==> src/rtl/dnn_pkg.sv <==
// Shared constants, state encoding and slot mapping for the dnn_feeder block.
// Optional timeout behaviour is enabled with the DNN_FEED_TIMEOUT_EN macro.
package dnn_pkg;

  localparam int DW  = 5;   // input / weight word width
  localparam int OW  = 17;  // core result width
  localparam int NW  = 24;  // words per weight frame
  localparam int NX  = 4;   // words per input frame

  // Weight stream order: layer-1 words first, then layer-2 words.
  localparam int NW1     = 16;
  localparam int NW2     = 8;
  localparam int W1_BASE = 0;    // stream index of dnn_w1 word 0 (w04)
  localparam int W2_BASE = NW1;  // stream index of dnn_w2 word 0 (w48)

  localparam int CW = $clog2(NW);

  typedef enum logic [2:0] {
    ST_IDLE,
    ST_LOAD_W,
    ST_LOAD_X,
    ST_FIRE,
    ST_WAIT_CLR,
    ST_WAIT_SET,
    ST_RESULT
  } feed_state_t;

  // Index of the final word of a frame (kind 0 = weights, 1 = inputs).
  function automatic logic [CW-1:0] frame_last(input logic kind);
    return kind ? CW'(NX - 1) : CW'(NW - 1);
  endfunction

endpackage

==> src/rtl/dnn_feeder_if.sv <==
// Stream-in and result-out handshake bundle of dnn_feeder.
// The feeder uses the slave view; the word source / result sink uses master.
interface dnn_feeder_if;
  import dnn_pkg::*;

  logic                 s_valid;
  logic                 s_ready;
  logic                 s_kind;
  logic signed [DW-1:0] s_data;

  logic                 r_valid;
  logic                 r_ready;
  logic signed [OW-1:0] r_data0;
  logic signed [OW-1:0] r_data1;
  logic                 r_err;

  modport master (
    output s_valid, s_kind, s_data, r_ready,
    input  s_ready, r_valid, r_data0, r_data1, r_err
  );

  modport slave (
    input  s_valid, s_kind, s_data, r_ready,
    output s_ready, r_valid, r_data0, r_data1, r_err
  );

endinterface

==> src/rtl/dnn_frame_loader.sv <==
// Word counter and bus write logic: steers each accepted stream word into
// its slot on the x / w1 / w2 parallel buses. Words pass through bit-exact.
module dnn_frame_loader
  import dnn_pkg::*;
(
  input  logic                 clk,
  input  logic                 rst_n,
  input  logic                 i_wr,     // word accepted this cycle
  input  logic                 i_first,  // accepted word opens a new frame
  input  logic                 i_kind,   // frame kind, meaningful with i_first
  input  logic signed [DW-1:0] i_data,
  output logic                 o_last,   // accepted word closes the frame
  output logic [NX*DW-1:0]     o_x,
  output logic [NW1*DW-1:0]    o_w1,
  output logic [NW2*DW-1:0]    o_w2
);

  logic [CW-1:0]     r_cnt;
  logic              r_kind;
  logic [NX*DW-1:0]  r_x;
  logic [NW1*DW-1:0] r_w1;
  logic [NW2*DW-1:0] r_w2;

  logic              w_kind;
  logic [CW-1:0]     w_idx;

  // The first word of a frame always lands in slot 0 with the live kind bit.
  assign w_kind = i_first ? i_kind : r_kind;
  assign w_idx  = i_first ? '0     : r_cnt;
  assign o_last = i_wr && !i_first && (r_cnt == frame_last(r_kind));

  assign o_x  = r_x;
  assign o_w1 = r_w1;
  assign o_w2 = r_w2;

  // Track frame kind and the slot index of the next word.
  always_ff @(posedge clk or negedge rst_n) begin
    if (!rst_n) begin
      r_cnt  <= '0;
      r_kind <= 1'b0;
    end else if (i_wr) begin
      r_cnt <= o_last ? '0 : w_idx + CW'(1);
      if (i_first) r_kind <= i_kind;
    end
  end

  // Write the accepted word into its bus slot; all other slots hold.
  always_ff @(posedge clk or negedge rst_n) begin
    if (!rst_n) begin
      r_x  <= '0;
      r_w1 <= '0;
      r_w2 <= '0;
    end else if (i_wr) begin
      if (w_kind) begin
        for (int k = 0; k < NX; k++)
          if (w_idx == CW'(k)) r_x[k*DW +: DW] <= i_data;
      end else begin
        for (int k = 0; k < NW1; k++)
          if (w_idx == CW'(W1_BASE + k)) r_w1[k*DW +: DW] <= i_data;
        for (int k = 0; k < NW2; k++)
          if (w_idx == CW'(W2_BASE + k)) r_w2[k*DW +: DW] <= i_data;
      end
    end
  end

endmodule

==> src/rtl/dnn_feeder.sv <==
// Driver for the 4-4-2 DNN core: assembles weight / input frames from a
// serial stream, strobes the core, waits on its sticky ready flags and
// returns the results on a valid/ready port.
// Optional: define DNN_FEED_TIMEOUT_EN to bound the wait for the core flags.
module dnn_feeder
  import dnn_pkg::*;
#(
  parameter int IN_HOLD = 2,
  parameter int TIMEOUT = 64
) (
  input  logic                 clk,
  input  logic                 rst_n,
  dnn_feeder_if.slave          bus,
  output logic [NX*DW-1:0]     dnn_x,
  output logic [NW1*DW-1:0]    dnn_w1,
  output logic [NW2*DW-1:0]    dnn_w2,
  output logic                 dnn_in_ready,
  input  logic signed [OW-1:0] dnn_out0,
  input  logic signed [OW-1:0] dnn_out1,
  input  logic                 dnn_out0_ready,
  input  logic                 dnn_out1_ready
);

  localparam int HW = $clog2(IN_HOLD + 1);
  localparam logic [HW-1:0] HOLD_LAST = HW'(IN_HOLD - 1);

  // The core needs the strobe for at least two of its edges to clear its flags.
  if (IN_HOLD < 2) begin : g_bad_hold
    $error("dnn_feeder: IN_HOLD must be at least 2");
  end
  if (TIMEOUT < 1) begin : g_bad_timeout
    $error("dnn_feeder: TIMEOUT must be at least 1");
  end

  feed_state_t   r_state;
  logic [HW-1:0] r_hold;

  logic w_acc;
  logic w_first;
  logic w_last;

`ifdef DNN_FEED_TIMEOUT_EN
  localparam int TW = $clog2(TIMEOUT + 1);
  localparam logic [TW-1:0] TMO_LAST = TW'(TIMEOUT - 1);
  logic [TW-1:0] r_tmo;
  logic          r_err;
  assign bus.r_err = r_err;
`else
  assign bus.r_err = 1'b0;
`endif

  // s_ready is only high in IDLE/LOAD states, so an accepted word is always
  // a frame word and the buses cannot move between FIRE and RESULT exit.
  assign w_acc   = bus.s_valid & bus.s_ready;
  assign w_first = (r_state == ST_IDLE);

  dnn_frame_loader u_loader (
    .clk     (clk),
    .rst_n   (rst_n),
    .i_wr    (w_acc),
    .i_first (w_first),
    .i_kind  (bus.s_kind),
    .i_data  (bus.s_data),
    .o_last  (w_last),
    .o_x     (dnn_x),
    .o_w1    (dnn_w1),
    .o_w2    (dnn_w2)
  );

  // Sequencing FSM with registered handshake, strobe and result outputs.
  always_ff @(posedge clk or negedge rst_n) begin
    if (!rst_n) begin
      r_state      <= ST_IDLE;
      r_hold       <= '0;
      bus.s_ready  <= 1'b1;
      dnn_in_ready <= 1'b0;
      bus.r_valid  <= 1'b0;
      bus.r_data0  <= '0;
      bus.r_data1  <= '0;
`ifdef DNN_FEED_TIMEOUT_EN
      r_tmo        <= '0;
      r_err        <= 1'b0;
`endif
    end else begin
      case (r_state)
        ST_IDLE: begin
          if (w_acc) r_state <= bus.s_kind ? ST_LOAD_X : ST_LOAD_W;
        end

        ST_LOAD_W: begin
          if (w_last) r_state <= ST_IDLE;
        end

        ST_LOAD_X: begin
          if (w_last) begin
            r_state      <= ST_FIRE;
            bus.s_ready  <= 1'b0;
            dnn_in_ready <= 1'b1;
            r_hold       <= '0;
          end
        end

        ST_FIRE: begin
          if (r_hold == HOLD_LAST) begin
            dnn_in_ready <= 1'b0;
            r_state      <= ST_WAIT_CLR;
`ifdef DNN_FEED_TIMEOUT_EN
            r_tmo        <= '0;
`endif
          end else begin
            r_hold <= r_hold + HW'(1);
          end
        end

        // A flag still high here is stale; wait until the core clears it.
        ST_WAIT_CLR: begin
          if (!dnn_out0_ready) begin
            r_state <= ST_WAIT_SET;
`ifdef DNN_FEED_TIMEOUT_EN
            r_tmo   <= r_tmo + TW'(1);
          end else if (r_tmo == TMO_LAST) begin
            r_state     <= ST_RESULT;
            bus.r_valid <= 1'b1;
            bus.r_data0 <= '0;
            bus.r_data1 <= '0;
            r_err       <= 1'b1;
          end else begin
            r_tmo <= r_tmo + TW'(1);
`endif
          end
        end

        ST_WAIT_SET: begin
          if (dnn_out0_ready && dnn_out1_ready) begin
            r_state     <= ST_RESULT;
            bus.r_valid <= 1'b1;
            bus.r_data0 <= dnn_out0;
            bus.r_data1 <= dnn_out1;
`ifdef DNN_FEED_TIMEOUT_EN
            r_err       <= 1'b0;
          end else if (r_tmo == TMO_LAST) begin
            r_state     <= ST_RESULT;
            bus.r_valid <= 1'b1;
            bus.r_data0 <= '0;
            bus.r_data1 <= '0;
            r_err       <= 1'b1;
          end else begin
            r_tmo <= r_tmo + TW'(1);
`endif
          end
        end

        ST_RESULT: begin
          if (bus.r_ready) begin
            bus.r_valid <= 1'b0;
            bus.s_ready <= 1'b1;
            r_state     <= ST_IDLE;
          end
        end

        default: begin
          r_state      <= ST_IDLE;
          bus.s_ready  <= 1'b1;
          dnn_in_ready <= 1'b0;
          bus.r_valid  <= 1'b0;
        end
      endcase
    end
  end

endmodule

==> src/flat_wrapper.sv <==
// flat-port wrapper written by rule: the top's interface ports become plain ports
module dnn_feeder_flat import dnn_pkg::*;
#(
  parameter int IN_HOLD = 2,
  parameter int TIMEOUT = 64
)
  (clk, rst_n, dnn_x, dnn_w1, dnn_w2, dnn_in_ready, dnn_out0, dnn_out1, dnn_out0_ready, dnn_out1_ready, bus_s_valid, bus_s_kind, bus_s_data, bus_r_ready, bus_s_ready, bus_r_valid, bus_r_data0, bus_r_data1, bus_r_err);
  dnn_feeder_if bus_i ();
  input  logic clk;
  input  logic rst_n;
  output logic [NX*DW-1:0] dnn_x;
  output logic [NW1*DW-1:0] dnn_w1;
  output logic [NW2*DW-1:0] dnn_w2;
  output logic dnn_in_ready;
  input  logic signed [OW-1:0] dnn_out0;
  input  logic signed [OW-1:0] dnn_out1;
  input  logic dnn_out0_ready;
  input  logic dnn_out1_ready;
  input wire logic [$bits(bus_i.s_valid)-1:0] bus_s_valid;
  input wire logic [$bits(bus_i.s_kind)-1:0] bus_s_kind;
  input wire logic [$bits(bus_i.s_data)-1:0] bus_s_data;
  input wire logic [$bits(bus_i.r_ready)-1:0] bus_r_ready;
  output wire logic [$bits(bus_i.s_ready)-1:0] bus_s_ready;
  output wire logic [$bits(bus_i.r_valid)-1:0] bus_r_valid;
  output wire logic [$bits(bus_i.r_data0)-1:0] bus_r_data0;
  output wire logic [$bits(bus_i.r_data1)-1:0] bus_r_data1;
  output wire logic [$bits(bus_i.r_err)-1:0] bus_r_err;
  assign bus_i.s_valid = bus_s_valid;
  assign bus_i.s_kind = bus_s_kind;
  assign bus_i.s_data = bus_s_data;
  assign bus_i.r_ready = bus_r_ready;
  assign bus_s_ready = bus_i.s_ready;
  assign bus_r_valid = bus_i.r_valid;
  assign bus_r_data0 = bus_i.r_data0;
  assign bus_r_data1 = bus_i.r_data1;
  assign bus_r_err = bus_i.r_err;
  dnn_feeder #(.IN_HOLD(IN_HOLD), .TIMEOUT(TIMEOUT)) u_core (.clk(clk), .rst_n(rst_n), .bus(bus_i), .dnn_x(dnn_x), .dnn_w1(dnn_w1), .dnn_w2(dnn_w2), .dnn_in_ready(dnn_in_ready), .dnn_out0(dnn_out0), .dnn_out1(dnn_out1), .dnn_out0_ready(dnn_out0_ready), .dnn_out1_ready(dnn_out1_ready));
endmodule
==> config.mk <==
export PLATFORM = sky130hd
export DESIGN_NAME = dnn_feeder_flat
export DESIGN_NICKNAME = d
export VERILOG_FILES = /design/src/rtl/dnn_pkg.sv /design/src/rtl/dnn_feeder_if.sv /design/src/rtl/dnn_frame_loader.sv /design/src/rtl/dnn_feeder.sv /design/src/flat_wrapper.sv
export SDC_FILE = /design/constraint.sdc
export NUM_CORES = 1
export LEC_CHECK = 0
export ABC_CLOCK_PERIOD_IN_PS = 2270
export CAP_MARGIN = 20
export CORE_ASPECT_RATIO = 0.5
export CORE_UTILIZATION = 45
export CTS_CLUSTER_SIZE = 10
export DETAILED_ROUTE_END_ITERATION = 10
export DONT_BUFFER_PORTS = 1
export HOLD_SLACK_MARGIN = 0.15
export PLACE_DENSITY = 0.68
export SYNTH_ARGS = -nofsm -noshare
export SYNTH_HDL_FRONTEND = slang
export SYNTH_SLANG_ARGS = --single-unit
==> constraint.sdc <==
create_clock -name clk -period 2.27 [get_ports clk]
set_clock_uncertainty 0.05 [all_clocks]
set_input_delay 0.454 -clock clk [delete_from_list [all_inputs] [get_ports clk]]
set_output_delay 0.454 -clock clk [all_outputs]
set_load 0.01 [all_outputs]
# After elaboration in Yosys (flattened, before gate mapping)
# Index checks and enable logic that the tools add are counted.
totals:
  register_bits: 188
  latchBits: 0
  ram_bits: 0
  rom_bits: 0
  out_inout_bits: 178
  wordCells: 152
  n_memories: 0
classes:
  add_sub_neg: 2
  multipliers: 0
  div: 0
  magnitude_cmp: 0
  eq_ne: 39
  n_shift: 0
  muxes: 25
  bitwise: 5
  reduce_logical: 44
op_table:
  columns: ["operator", "n"]
  rows:
  - ["3-bit AND reduction", 32]
  - ["5-bit by 4-bit equality test with 1-bit output (second input constant)", 8]
  - ["5-bit equality test (second input constant)", 8]
  - ["3-bit 2-to-1 mux", 7]
  - ["3-bit case mux with 7 select lines", 1]
  - ["5-bit by 3-bit equality test with 1-bit output (second input constant)", 4]
  - ["5-bit 2-to-1 mux", 3]
  - ["5-bit OR reduction", 3]
  - ["2-bit != test (second input constant)", 6]
  - ["5-bit by 2-bit equality test with 1-bit output (second input constant)", 2]
  - ["3-bit equality test (second input constant)", 3]
  - ["1-bit case mux with 3 select lines", 3]
  - ["1-bit 2-to-1 mux", 7]
  - ["7-bit AND reduction", 1]
  - ["3-bit by 2-bit equality test with 1-bit output (second input constant)", 2]
  - ["2-bit 2-to-1 mux", 3]
  - ["5-bit by 1-bit adder with 5-bit output (second input constant)", 1]
  - ["5-bit by 1-bit equality test with 1-bit output (second input constant)", 1]
  - ["5-bit equality test", 1]
  - ["5-bit logical NOT", 1]
  - ["2-bit by 1-bit != test with 1-bit output (second input constant)", 2]
  - ["1-bit NOT", 4]
  - ["2-bit case mux with 2 select lines", 1]
  - ["3-bit by 1-bit equality test with 1-bit output (second input constant)", 1]
  - ["8 further kinds", 10]

# Depth between registers and ports, before layout
depth:
  depth_word: 6
  ltp_mapped: 12
  depth_no_buf: 9

# Modules after synthesis
# Synthesis repeated with hierarchy kept, for this count alone.
hier_totals:
  cells_unflattened: 518
  hier_area_um2: 7638.6
modules_own_cells:
  columns: ["module", "n_inst", "cells_per_inst", "area_per_inst_um2", "seq_area_each_um2"]
  rows:
  - ["dnn_frame_loader", 1, 387, 5830.6, 3653.5]
  - ["dnn_feeder", 1, 131, 1808.0, 1052.3]

# Least setup slack after synthesis
# Ideal clock, no wire load.
synth_path:
  kind: "register to register"
  start: "register u_core.r_state[1]"
  end: "register u_core.u_loader.r_w1[35], in the netlist u_core.u_loader.o_w1[35]"
  arrival_ns: 2.210
  t_required_ns: 2.095
  path_slack_ns: -0.114
  path_stages_with_launch: 11
  n_path_buf: 3
  period_less_slack_ns: 2.384
  path_cell_list: "dfrtp_1 > buf_2 > or3_1 > buf_4 > nand2_1 > inv_1 > ha_1 > and3_1 > clkbuf_1 > nand2_1 > mux2_2"
synth_via:
  elab_chain_len: 4
synth_lines:
  columns: ["element", "line_no", "text"]
  rows:
  - ["start: declaration", "dnn_feeder.sv:35", "feed_state_t r_state;"]
  - ["start signal: assignment", "dnn_feeder.sv:87", "if (w_acc) r_state <= bus.s_kind ? ST_LOAD_X : ST_LOAD_W;"]
  - ["3-bit logical NOT *", "dnn_feeder.sv:55", "assign w_first = (r_state == ST_IDLE);"]
  - ["5-bit 2-to-1 mux / 1-bit 2-to-1 mux (equally long branches)", "dnn_frame_loader.sv:29, dnn_frame_loader.sv:28", null]
  - ["5-bit by 3-bit equality test with 1-bit output / 1-bit NOT (equally long branches)", null, null]
  - ["3-bit AND reduction (no line) *", null, null]
  - ["end signal: indexed assignment", "dnn_frame_loader.sv:59", "if (w_idx == CW'(W1_BASE + k)) r_w1[k*DW +: DW] <= i_data;"]
  - ["end: declaration", "dnn_frame_loader.sv:21", "logic [NW1*DW-1:0] r_w1;"]
# Every way passes the cells marked *; elsewhere a longest branch is shown, timed or not.
# A chain may end at the register's enable or synchronous reset.

# Worst setup path in the final report
layout_path:
  start: "register u_core.r_state[0]"
  end: "register u_core.u_loader.r_w1[36], in the netlist u_core.u_loader.o_w1[36]"
# Same word-level chain as after synthesis.

==> results.sh <==
export IMPL_drive_gt1_share_pct=43.7
export IMPL_crit_buf_inv=1
export IMPL_netlist_instances=524
export IMPL_die_y_um=93.7
export IMPL_grt_first_pass_wirelength_um=26700
export IMPL_cp_top_family="simple AND/OR/NAND/NOR gates"
export IMPL_worst_slack_ns=0.0861
export IMPL_start_kind="register"
export IMPL_final_common_cell="dfrtp_1"
export IMPL_maxSlewViolCount=0
export IMPL_worst_hold_slack_ns=-0.318
export IMPL_synthToLayoutAreaGrowth_pct=18.6
export IMPL_critPathKind="register to register"
export IMPL_place_ws_ns=-0.103
export IMPL_wl_per_cell_um=21.0
export IMPL_ir_drop_mv=0.593
export IMPL_synth_area_leaders="dfrtp_1 62%, mux2_2 26%, nand2_1 1.7%"
export IMPL_wl_um=17100
export IMPL_relSlewSlack_pct=52.9
export IMPL_route_antenna_remaining_nets=0
export IMPL_grt_pass1_vias=4595
export IMPL_worstPathMaxFanout=7
export IMPL_clkTransAtPathRegs_ns=0.07
export IMPL_dieArea_um2=17400
export IMPL_cellPowerDensity_nw_per_um2=1140
export IMPL_cts_sinks=188
export IMPL_drcViolationCount=0
export IMPL_synth_top_area_share_pct=61.9
export IMPL_initial_core_util_pct=46.1
export IMPL_fin_cells=814
export IMPL_synth_async_reset_ratio_pct=100
export IMPL_failed_checks="negative hold slack"
export IMPL_syn_nets=576
export IMPL_critPathSlowestCell="or3_4"
export IMPL_antenna_found_initial=1
export IMPL_io_buffers=0
export IMPL_tightestPinTransition_ns=0.701
export IMPL_std_cell_rows=33
export IMPL_cts_root_buf="clkbuf_16"
export IMPL_grt_ovfl_total=0
export IMPL_crit_path_end_kind="register"
export IMPL_setup_viol=0
export IMPL_yosysWarnings=0
export IMPL_power_mw=10.2
export IMPL_die_x_um=185
export IMPL_hold_violations=188
export IMPL_power_leakage_nw=4.29
export IMPL_vias=4395
export IMPL_status="complete, but fails checks"
export IMPL_finalWeightedCongestion=0.864
export IMPL_drv_cap=0
export IMPL_final_cell_mix="187 x dfrtp_1, 174 x mux2_2, 36 x dlygate4sd3_1"
export IMPL_synth_cell_types=39
export IMPL_max_freq_mhz=458
export IMPL_syn_area_per_cell_um2=14.4
export IMPL_min_path_type="input port to async pin"
export IMPL_core_um2=16400
export IMPL_cp_common_cell="nand2_2"
export IMPL_synth_seq_cells=188
export IMPL_dpl_hpwl_um=10800
export IMPL_finish_utilization_pct=54.7
export IMPL_finalCritPeriodShare_pct=96.2
export IMPL_min_period_ns=2.18
export IMPL_grt_start_max_net_pins=189
export IMPL_htreeDepth=4
export IMPL_post_cts_buffers=0
export IMPL_yosys_area_top_type="dfrtp_1"
export IMPL_synthesis_area_um2=7560
export IMPL_rsz0062_at_grt="no"
export IMPL_worst_path_largest_cell_delay_ns=0.42
export IMPL_vias_per_cell=5.40
export IMPL_final_setup_tns_ns=0
export IMPL_synth_seq_area_share_pct=62.2
export IMPL_cp_cell_sequence="or3_4, nand2_2, inv_1, ha_2, and3_2, nand2_2, mux2_2"
export IMPL_drtIter0Drc=170
export IMPL_ctsHoldBuffers=40
export IMPL_track_usage_pct=20.4
export IMPL_ys_flop_type="dfrtp_1"
export IMPL_worstPathArrival_ns=2.43
export IMPL_ios=224
export IMPL_synth_edf_count=0
export IMPL_dr_pass1_iters=4
export IMPL_numCtsBuffers=17
export IMPL_nets=625
export IMPL_crit_required_ns=2.52
export IMPL_cts_buffer_depth=2
export IMPL_clk_latency_ns=0.42
export IMPL_place_inst=740
export IMPL_cts_tree="built"
==> cell type report <==
type,count,area (um^2)
well taps,227,284
repair buffers,60,611
diodes,1,2.50
fillers,1359,7420
multi-input cells,301,2770
clock buffers,19,433
flip-flops and latches,188,4710
inverters,5,18.8
clock inverters,13,141
==> where the power goes <==
group | switching [mW] | leakage (nW) | internal [mW]
Sequential | 1.03 | 2.51 | 4.22
Combinational | 0.939 | 1.51 | 1.12
Clock | 1.30 | 0.274 | 1.63
Total | 3.27 | 4.29 | 6.97
==> Yosys cell counts (all sizes together), types with 2 or more instances <==
cell and number:
and3 6, a211oi 2, nor3 4, nand4 3
mux2 174, o2bb2ai 2, nor2 14, nor4 2
clkbuf 15, o211ai 3, o31ai 4, nand2 36
or4 2, nor4b 2, nor2b 3, buf 15
dfrtp 187, a22o 2, a21oi 8, nand2b 4
o21ai 12, and2 2, inv 5, ha 6
mux2i 2
==> worst register-to-register path, cell delays in order, from the launching register on <==
cell and delay [ns]:
dfrtp_1 0.38, or3_4 0.42, nand2_2 0.11, inv_1 0.06, ha_2 0.19, and3_2 0.31, nand2_2 0.19, mux2_2 0.36
==> logic make-up (layout without fill, tap and decap cells) <==
kind of cell / after synthesis / count (layout) / synth area share [%]
AO/OA/AOI/OAI: 36 / 36 / 3.08
adder cells (fa/ha/maj): 6 / 6 / 0.993
buffers and inverters: 35 / 97 / 1.97
flip-flops: 188 / 188 / 62.2
multiplexers: 176 / 176 / 26.3
other: 1 / 2 / 0.0496
AND/OR/NAND/NOR: 82 / 82 / 5.33
==> through the flow <==
| step | cell area, um^2 | hold slack (ns) |
|---|---|---|
| floorplan | 7600 | 0.108 |
| global placement | 7890 | 0.112 |
| detailed placement | 7890 | 0.111 |
| CTS | 8920 | -0.348 |
| global route | 8970 | -0.351 |
| finish | 8970 | -0.318 |
==> final timing paths <==
| path | start | endpoint | slack (ns) | cells after the start |
|---|---|---|---|---|
| setup / recovery | u_core.r_state[0] | u_core.u_loader.o_w1[36] | 0.09 | 7 |
| hold / removal | rst_n | u_core.u_loader.o_w1[38] | -0.32 | 0 |
| setup reg to reg | u_core.r_state[0] | u_core.u_loader.o_w1[36] | 0.09 | 7 |
| hold reg to reg | u_core.r_hold[1] | u_core.r_hold[1] | 0.47 | 1 |
| max in group asynchronous | rst_n | u_core.bus.s_ready | 2.19 | 0 |
| min in group clk | bus_r_ready | u_core.bus.s_ready | 0.18 | 2 |
==> sequential cells by signal (all words and copies together), names as in the netlist <==
register and count:
u_core.u_loader.o_w1 80, u_core.u_loader.o_w2 40, u_core.u_loader.o_x 20, u_core.bus.r_data0 17
u_core.bus.r_data1 17, u_core.u_loader.r_cnt 5, u_core.r_state 3, u_core.r_hold 2
u_core.bus.r_valid 1, u_core.bus.s_ready 1, u_core.dnn_in_ready 1, u_core.u_loader.r_kind 1
==> repair_timing <==
| item | 4_1_cts | 5_1_grt |
|---|---|---|
| endpoints found under the setup margin | 61 | 98 |
| endpoints found under the hold margin | 361 | 188 |
| gates resized for setup | 7 | 6 |
| cloned | 0 | 0 |
==> metal layers <==
metal | up-vias | part of all wire [%] | GRT usage, %
met2 | 144 | 47 | 32.4
met5 | - | 0 | 0
li1 | 1945 | - | -
met3 | 15 | 8.4 | 7.17
met1 | 2291 | 43 | 26.6
met4 | 0 | 1.0 | 5.30
(Power assumes the default switching activity.)
